<file path="src/rtl/uart_arb_pkg.sv">
// Shared definitions for the UART transmit arbiter: state encoding,
// byte width, the stream-tag nibble and a one-hot decode helper.
package uart_arb_pkg;

    localparam int BYTE_W = 8;

    // High nibble of the stream-tag byte that PC-side software demultiplexes on.
    localparam logic [3:0] TAG_NIBBLE = 4'hA;

    typedef enum logic [1:0] {
        ST_IDLE = 2'd0,
        ST_SEND = 2'd1,
        ST_WAIT = 2'd2,
        ST_TAG  = 2'd3
    } arb_state_t;

    // Index of the set bit in a one-hot vector (zero for an all-zero vector).
    function automatic int onehotToIdx(input logic [15:0] oneHot);
        int idx;
        idx = 0;
        for (int i = 0; i < 16; i++) begin
            if (oneHot[i]) begin
                idx = i;
            end
        end
        return idx;
    endfunction

endpackage

</file>
<file path="src/rtl/uart_tx_arbiter_rr_picker.sv">
// Round-robin picker: finds the first requester above the pointer,
// wrapping modulo NUM_REQ, so the previous owner ends up lowest priority.
module rr_picker #(
    parameter int NUM_REQ = 4,
    localparam int PTR_W = $clog2(NUM_REQ)
) (
    input  logic [NUM_REQ-1:0] i_req,
    input  logic [PTR_W-1:0]   i_rrPtr,
    output logic [NUM_REQ-1:0] o_winner,
    output logic               o_anyReq
);

    // Scan upward from rrPtr+1 and keep only the first hit.
    always_comb begin
        logic             found;
        int               pos;
        logic [PTR_W-1:0] w_idx;
        o_winner = '0;
        o_anyReq = |i_req;
        found    = 1'b0;
        for (int off = 1; off <= NUM_REQ; off++) begin
            pos   = (int'(i_rrPtr) + off) % NUM_REQ;
            w_idx = PTR_W'(pos);
            if (!found && i_req[w_idx]) begin
                o_winner[w_idx] = 1'b1;
                found           = 1'b1;
            end
        end
    end

endmodule

</file>
<file path="src/rtl/uart_tx_arbiter.sv">
// Packet-granular round-robin arbiter sharing one UART byte transmitter
// between NUM_REQ byte-stream producers. A grant lasts until the owner's
// last byte, MAX_BURST bytes, or the owner dropping req.
// Optional macro UART_ARB_TAG_EN: emit a stream-tag byte {A, owner}
// at the start of every grant so the PC can demultiplex the streams.
module uart_tx_arbiter
    import uart_arb_pkg::*;
#(
    parameter int NUM_REQ   = 4,
    parameter int MAX_BURST = 16
) (
    input  logic                      clk,
    input  logic                      reset,
    input  logic [NUM_REQ-1:0]        req,
    input  logic [BYTE_W*NUM_REQ-1:0] req_data,
    input  logic [NUM_REQ-1:0]        req_last,
    output logic [NUM_REQ-1:0]        req_ack,
    output logic [NUM_REQ-1:0]        grant,
    output logic                      tx_start,
    output logic [BYTE_W-1:0]         tx_data,
    input  logic                      tx_busy,
    input  logic                      tx_done,
    output logic                      active
);

    localparam int PTR_W   = $clog2(NUM_REQ);
    localparam int BURST_W = $clog2(MAX_BURST + 1);

    arb_state_t          r_state,   w_state;
    logic [NUM_REQ-1:0]  r_grant,   w_grant;
    logic [PTR_W-1:0]    r_idx,     w_idx;
    logic [PTR_W-1:0]    r_rrPtr,   w_rrPtr;
    logic [BURST_W-1:0]  r_burst,   w_burst;
    logic                r_last,    w_last;
    logic                r_txStart, w_txStart;
    logic [NUM_REQ-1:0]  r_reqAck,  w_reqAck;
    logic [BYTE_W-1:0]   r_txData,  w_txData;
`ifdef UART_ARB_TAG_EN
    logic                r_tagSent, w_tagSent;
`endif

    logic [NUM_REQ-1:0]  w_winner;
    logic                w_anyReq;

    rr_picker #(.NUM_REQ(NUM_REQ)) u_picker (
        .i_req    (req),
        .i_rrPtr  (r_rrPtr),
        .o_winner (w_winner),
        .o_anyReq (w_anyReq)
    );

    // State and output registers; reset aborts any grant immediately.
    always_ff @(posedge clk or posedge reset) begin
        if (reset) begin
            r_state   <= ST_IDLE;
            r_grant   <= '0;
            r_idx     <= '0;
            r_rrPtr   <= PTR_W'(NUM_REQ - 1);
            r_burst   <= '0;
            r_last    <= 1'b0;
            r_txStart <= 1'b0;
            r_reqAck  <= '0;
            r_txData  <= '0;
`ifdef UART_ARB_TAG_EN
            r_tagSent <= 1'b0;
`endif
        end else begin
            r_state   <= w_state;
            r_grant   <= w_grant;
            r_idx     <= w_idx;
            r_rrPtr   <= w_rrPtr;
            r_burst   <= w_burst;
            r_last    <= w_last;
            r_txStart <= w_txStart;
            r_reqAck  <= w_reqAck;
            r_txData  <= w_txData;
`ifdef UART_ARB_TAG_EN
            r_tagSent <= w_tagSent;
`endif
        end
    end

    // Next-state logic: grant, issue one byte per SEND, decide release at tx_done.
    always_comb begin
        w_state   = r_state;
        w_grant   = r_grant;
        w_idx     = r_idx;
        w_rrPtr   = r_rrPtr;
        w_burst   = r_burst;
        w_last    = r_last;
        w_txStart = 1'b0;
        w_reqAck  = '0;
        w_txData  = r_txData;
`ifdef UART_ARB_TAG_EN
        w_tagSent = r_tagSent;
`endif
        case (r_state)
            ST_IDLE: begin
                if (w_anyReq) begin
                    w_grant = w_winner;
                    w_idx   = PTR_W'(onehotToIdx(16'(w_winner)));
                    w_burst = '0;
`ifdef UART_ARB_TAG_EN
                    w_state = ST_TAG;
`else
                    w_state = ST_SEND;
`endif
                end
            end
            ST_SEND: begin
                if (!req[r_idx]) begin
                    w_grant = '0;
                    w_rrPtr = r_idx;
                    w_state = ST_IDLE;
                end else if (!tx_busy) begin
                    w_txStart       = 1'b1;
                    w_reqAck[r_idx] = 1'b1;
                    w_txData        = req_data[int'(r_idx)*BYTE_W +: BYTE_W];
                    w_last          = req_last[r_idx];
                    w_burst         = r_burst + BURST_W'(1);
                    w_state         = ST_WAIT;
                end
            end
            ST_WAIT: begin
                if (tx_done) begin
                    if (r_last || (r_burst == BURST_W'(MAX_BURST)) || !req[r_idx]) begin
                        w_grant = '0;
                        w_rrPtr = r_idx;
                        w_state = ST_IDLE;
                    end else begin
                        w_state = ST_SEND;
                    end
                end
            end
`ifdef UART_ARB_TAG_EN
            ST_TAG: begin
                if (!r_tagSent) begin
                    if (!tx_busy) begin
                        w_txStart = 1'b1;
                        w_txData  = {TAG_NIBBLE, 4'(r_idx)};
                        w_tagSent = 1'b1;
                    end
                end else if (tx_done) begin
                    w_tagSent = 1'b0;
                    w_state   = ST_SEND;
                end
            end
`endif
            default: begin
                w_state = ST_IDLE;
            end
        endcase
    end

    assign grant    = r_grant;
    assign req_ack  = r_reqAck;
    assign tx_start = r_txStart;
    assign tx_data  = r_txData;
    assign active   = |r_grant;

endmodule

</file>
<file path="config.mk">
export PLATFORM = sky130hd
export DESIGN_NAME = uart_tx_arbiter
export DESIGN_NICKNAME = d
export VERILOG_FILES = /design/src/rtl/uart_arb_pkg.sv /design/src/rtl/uart_tx_arbiter_rr_picker.sv /design/src/rtl/uart_tx_arbiter.sv
export SDC_FILE = /design/constraint.sdc
export NUM_CORES = 1
export LEC_CHECK = 0
export CORE_ASPECT_RATIO = 1.5
export CORE_MARGIN = 2
export CORE_UTILIZATION = 51
export DETAILED_ROUTE_END_ITERATION = 10
export GPL_TIMING_DRIVEN = 0
export PLACE_DENSITY = 0.84
export SYNTH_ARGS = -nofsm -noshare
export SYNTH_HDL_FRONTEND = slang
export SYNTH_HIERARCHICAL = 1
export SYNTH_SLANG_ARGS = --single-unit
</file>
<file path="constraint.sdc">
create_clock -name clk -period 6.4 [get_ports clk]
set_input_delay 0.64 -clock clk [delete_from_list [all_inputs] [get_ports clk]]
set_output_delay 0.64 -clock clk [all_outputs]
set_load 0.01 [all_outputs]
</file>
==> impl_metrics.tcl, run 1 <==
set metrics [dict create \
    setup_violations 0 \
    core-area_um2 3920 \
    first_iter_violations 45 \
    cts-buffers-inserted 5 \
    grt_pass1_wl_um 8090 \
    ir_worst_vdd_v 0.000280 \
    slowest_delay_ns 0.67 \
    die_area_um2 4570 \
    ys_types 41 \
    startpoint_type "flop" \
    place_inst 285 \
    stdcell_area_um2 2810 \
    reg2reg_from "r_rrPtr[0]" \
    via_per_inst 5.84 \
    path_clk_slew_ns 0.07 \
    drive_above_1_share 0.149 \
    clock_sinks 29 \
    wl_per_cell_um 16.6 \
    crit_type "reg2reg" \
    antenna_found_initial 0 \
    tightest_slew_ns 1.10 \
    num_antenna_cells 0 \
    grt_use_total 0.229 \
    grt_overflow 0 \
    synth_fp_nets 237 \
    fp.dieH_um 81.8 \
    clockRootBuffer "clkbuf_8" \
    drc 0 \
    clock_skew_ns 0.00273 \
    hold_ws_ns 0.507 \
    ant_nets 0 \
    clockBufferDepth 2 \
    placed_area_um2 2720 \
    clk_latency_ns 0.28 \
    cts_tree "yes" \
    crit_family "flip-flops" \
    power_density_nw_per_um2 389 \
    synthTopCellsByCount "dfrtp_1 (27), inv_1 (18), nand2_1 (15)" \
    final_util 0.716 \
    top_layer "met4" \
    grt_pass1_vias 1803 \
    io_pins 62 \
    crit_chain "inv_1 > ha_1 > mux4_1 > nor4b_4 > nand2_1 > o211ai_1 > inv_1 > a21oi_1 > o21ai_0" \
    ys_ff_latch 29 \
    wl_met3_um 182 \
    critPathMaxFanout 10 \
    finalWirelength_um 4860 \
    vias 1710 \
    gp_congestion 0.837 \
    relSlewSlack 0.269 \
    critical_path_arrival_ns 2.98 \
    rsz0062_at_grt "false" \
    dp_slack_ns 3.53 \
    tns_ns 0 \
    min_from "tx_data[5]" \
    post-cts-setup-buffers 0 \
    chipWidth_um 55.8 \
    rows 28 \
    cts_resized 0 \
    syn_avg_cell_area_um2 11.5 \
    fin_crit_ns 2.82 \
    syn_inst 179 \
    syn_area_um2 2060 \
    fin_ws_ns 3.58 \
    finalCritPeriodShare 0.440 \
    cp-end-kind "flop" \
    worstPathRequired_ns 6.56 \
    yosysTopAreaCellShare 0.329 \
    seq_area_frac_synth 0.354 \
    yosys_warnings 6 \
    synth_edf_count 0 \
    finalPower_mw 1.09 \
    synthTopCellsByArea "dfrtp_1 (33%), mux4_1 (10%), ha_1 (8.5%)" \
    synth_top_cell_by_area "dfrtp_1" \
    post-synth-top-count-cell "dfrtp_1" \
    cap_viol_max_count 0 \
    leakage_nw 1.20 \
    hold_viol_final 0 \
    path_common_cell "inv_1" \
    nets 305 \
    start_util 0.524 \
    io_buffers 61 \
    status "complete, no violations" \
    synthArstFlopShare 1.00 \
    synth_ff_type "dfrtp_1" \
    fin_cells 293 \
    hp-class "reg2reg" \
    drtPass1Iterations 4 \
    post-dp-hpwl_um 3750 \
    met1_length_um 1870 \
    areaGrowthSynthToFinish_pct 36.6 \
    dr_wl_met2_um 2690 \
    grt_max_degree 30 \
    h-tree-depth 2 \
    cts_hold_buffers 0 \
    fmax_mhz 355 \
    cp.buffers_inverters 2 \
    crit_slowest_cell "dfstp_2" \
    drv_slew 0 \
    critPathLaunch "r_rrPtr[0]" \
]
[flip-flops by register name (all words and copies together) (netlist names)]
name,flops
r_burst,5
tx_data,8
req_ack,4
r_idx,2
r_state,2
r_last,1
r_rrPtr,2
tx_start,1
grant,4
[layout by cell type (no fill, tap or decap), drive strengths merged, types with 3 or more instances in the layout]
cell type / Yosys / layout
a31oi: 3 / 3
inv: 18 / 18
nor3b: 4 / 4
nand2: 15 / 15
nor2: 4 / 4
clkbuf: 1 / 6
clkdlybuf4s50: 0 / 61
a21oi: 6 / 6
o21ai: 8 / 8
o211ai: 6 / 6
buf: 7 / 7
mux4: 14 / 14
nand4: 3 / 3
mux2: 12 / 12
dfrtp: 27 / 27
nor2b: 6 / 6
ha: 14 / 14
nand3: 4 / 4
[kinds of logic after synthesis]
kind of cell	after synthesis	synth area share
multiplexers	28	0.243
adder cells (fa/ha/maj)	14	0.0852
AO/OA/AOI/OAI	32	0.106
buffers and inverters	26	0.0633
AND/OR/NAND/NOR	50	0.148
flip-flops	29	0.354
[layer usage]
metal  global-route usage  vias up
met3               0.0425        9
met1                0.243      848
met4               0.0857        0
met2                0.449       46
met5                    0        -
li1                     -      807
[where the power goes]
group / total (mW) / leakage, nW / internal, mW / switching (mW)
sequential: 0.300 / 0.369 / 0.251 / 0.0488
clock: 0.149 / 0.0439 / 0.0748 / 0.0738
combinational: 0.643 / 0.787 / 0.340 / 0.303
[worst paths after layout]
kind,to,cells after the start,slack (ns)
worst max-delay path,r_idx[0],9,3.58
min in group asynchronous,tx_data[6],2,0.93
worst min-delay path,tx_data[5],1,0.51
worst min register to register,tx_data[5],1,0.51
max in group asynchronous,r_state[1],2,4.80
worst max register to register,r_idx[0],9,3.58
[final cells by class]
| type | instances | area (µm²) |
|---|---|---|
| Multi-Input combinational cell | 124 | 1200 |
| Sequential cell | 29 | 728 |
| Inverter | 18 | 67.6 |
| Clock inverter | 3 | 17.5 |
| Fill cell | 294 | 1110 |
| Timing Repair Buffer | 61 | 611 |
| Buffer | 8 | 62.6 |
| Tap cell | 45 | 56.3 |
| Clock buffer | 5 | 68.8 |
No activity file was read; power rests on OpenSTA's default activity.
==> run 2, diff against run 1 <==
Settings changed: CORE_UTILIZATION 51 to 47, PLACE_DENSITY 0.84 to 0.78.
Clock period 6.4 ns to 2.8 ns, I/O delays scaled along.
==> impl_metrics.tcl, run 2 (same netlist as run 1, synthesis figures left out) <==
set metrics [dict create \
    stdcell_area_um2 2870 \
    final_common_cell "clkdlybuf4s50_1" \
    finalWirelength_um 4950 \
    drtPass1Iterations 4 \
    antenna_found_initial 0 \
    tightest_slew_ns 1.07 \
    ir_worst_vdd_v 0.000690 \
    leakage_nw 1.24 \
    ant_nets 0 \
    final_cell_mix "clkdlybuf4s50_1 (61), dfrtp_1 (27), inv_1 (18)" \
    relSlewSlack 0.283 \
    final_util 0.681 \
    power_density_nw_per_um2 908 \
    hold_viol_final 0 \
    start_util 0.488 \
    clk_latency_ns 0.28 \
    via_per_inst 5.78 \
    status "complete, no violations" \
    cap_viol_max_count 0 \
    clockRootBuffer "clkbuf_8" \
    critPathMaxFanout 6 \
    worstPathRequired_ns 2.96 \
    num_antenna_cells 0 \
    gp_congestion 0.846 \
    nets 311 \
    largest_reg_flops 8 \
    hold_ws_ns 0.506 \
    crit_type "reg2reg" \
    rsz0062_at_grt "false" \
    chipWidth_um 58 \
    fp.dieH_um 85 \
    die_area_um2 4930 \
    wl_per_cell_um 16.5 \
    h-tree-depth 2 \
    tns_ns 0 \
    io_pins 62 \
    startpoint_type "flop" \
    nFillCells 338 \
    critical_path_arrival_ns 2.79 \
    clock_skew_ns 0.00183 \
    areaGrowthSynthToFinish_pct 39.4 \
    grt_pass1_vias 1718 \
    drv_slew 0 \
    clockBufferDepth 2 \
    core-area_um2 4210 \
    fmax_mhz 380 \
    rows 29 \
    hp-class "reg2reg" \
    fin_crit_ns 2.63 \
    dp_slack_ns 0.0198 \
    fin_ws_ns 0.168 \
    cts-buffers-inserted 5 \
    vias 1733 \
    path_clk_slew_ns 0.06 \
    finalCritPeriodShare 0.940 \
    setup_violations 0 \
    drc 0 \
    grt_overflow 0 \
    drive_above_1_share 0.173 \
    grt_max_degree 30 \
    cts_hold_buffers 0 \
    grt_use_total 0.217 \
    cp-end-kind "flop" \
    post-dp-hpwl_um 3730 \
    grt_pass1_wl_um 8160 \
    placed_area_um2 2720 \
    io_buffers 61 \
    first_iter_violations 52 \
    cts_tree "yes" \
    clock_sinks 29 \
]
run 2: changes by cell type in the layout (fill, tap and decap cells not counted):
cell / previous run / this run
mux4_2: 6 / 7
clkinv_2: 2 / 1
buf_4: 0 / 6
mux4_1: 8 / 7
clkbuf_8: 5 / 7
clkinvlp_4: 1 / 0
run 2: final cells by class:
| class | instances | area [µm²] | share of cell area |
|---|---|---|---|
| flip-flops and latches | 29 | 728 | 0.254 |
| clock buffers | 7 | 96.3 | 0.0336 |
| repair buffers | 67 | 656 | 0.229 |
| clock inverters | 1 | 5.00 | 0.00175 |
| inverters | 18 | 67.6 | 0.0236 |
| plain buffers | 8 | 62.6 | 0.0218 |
| multi-input cells | 124 | 1190 | 0.416 |
| well taps | 46 | 57.6 | 0.0201 |
run 2: path summary, 6_finish.rpt:
check	slack, ns	startpoint	depth (start not counted)	endpoint
max	0.17	r_rrPtr[0]	9	r_idx[0]
min	0.51	tx_data[4]	1	tx_data[4]
max reg2reg	0.17	r_rrPtr[0]	9	r_idx[0]
min reg2reg	0.51	tx_data[4]	1	tx_data[4]
max in group asynchronous	1.58	reset	2	req_ack[1]
min in group asynchronous	0.57	reset	2	r_state[0]
run 2: timing repair:
item / in CTS / in global routing
resized for setup: 0 / 1
buffers inserted: 0 / 6
setup endpoints to repair: 0 / 6
endpoints found under the hold margin: 0 / 0
run 2: power breakdown:
group / total [mW] / leakage [nW] / switching, mW / internal [mW]
Sequential: 0.671 / 0.369 / 0.0960 / 0.575
Combinational: 1.55 / 0.814 / 0.730 / 0.818
Clock: 0.383 / 0.0542 / 0.161 / 0.222
Total: 2.60 / 1.24 / 0.988 / 1.61
run 2: per-layer routing:
metal	up-vias	track usage	part of all wire
li1	819	-	-
met2	49	0.400	0.55
met3	11	0.0381	0.039
met4	0	0.104	0.026
met1	854	0.232	0.38
met5	-	0	0
run 2: through the flow:
step | total power [mW] | instances
finish | 2.60 | 300
detailed placement | 2.17 | 286
global placement | 2.14 | 286
CTS | 2.56 | 294
floorplan | 1.70 | 179
global route | 2.79 | 300
run 2: critical path: stages (launching register included):
cell and delay, ns:
dfstp_2 0.58, inv_1 0.11, ha_1 0.34, mux4_2 0.56, nor4b_4 0.39, nand2_1 0.09
o211ai_1 0.11, inv_1 0.09, a21oi_1 0.15, o21ai_0 0.09
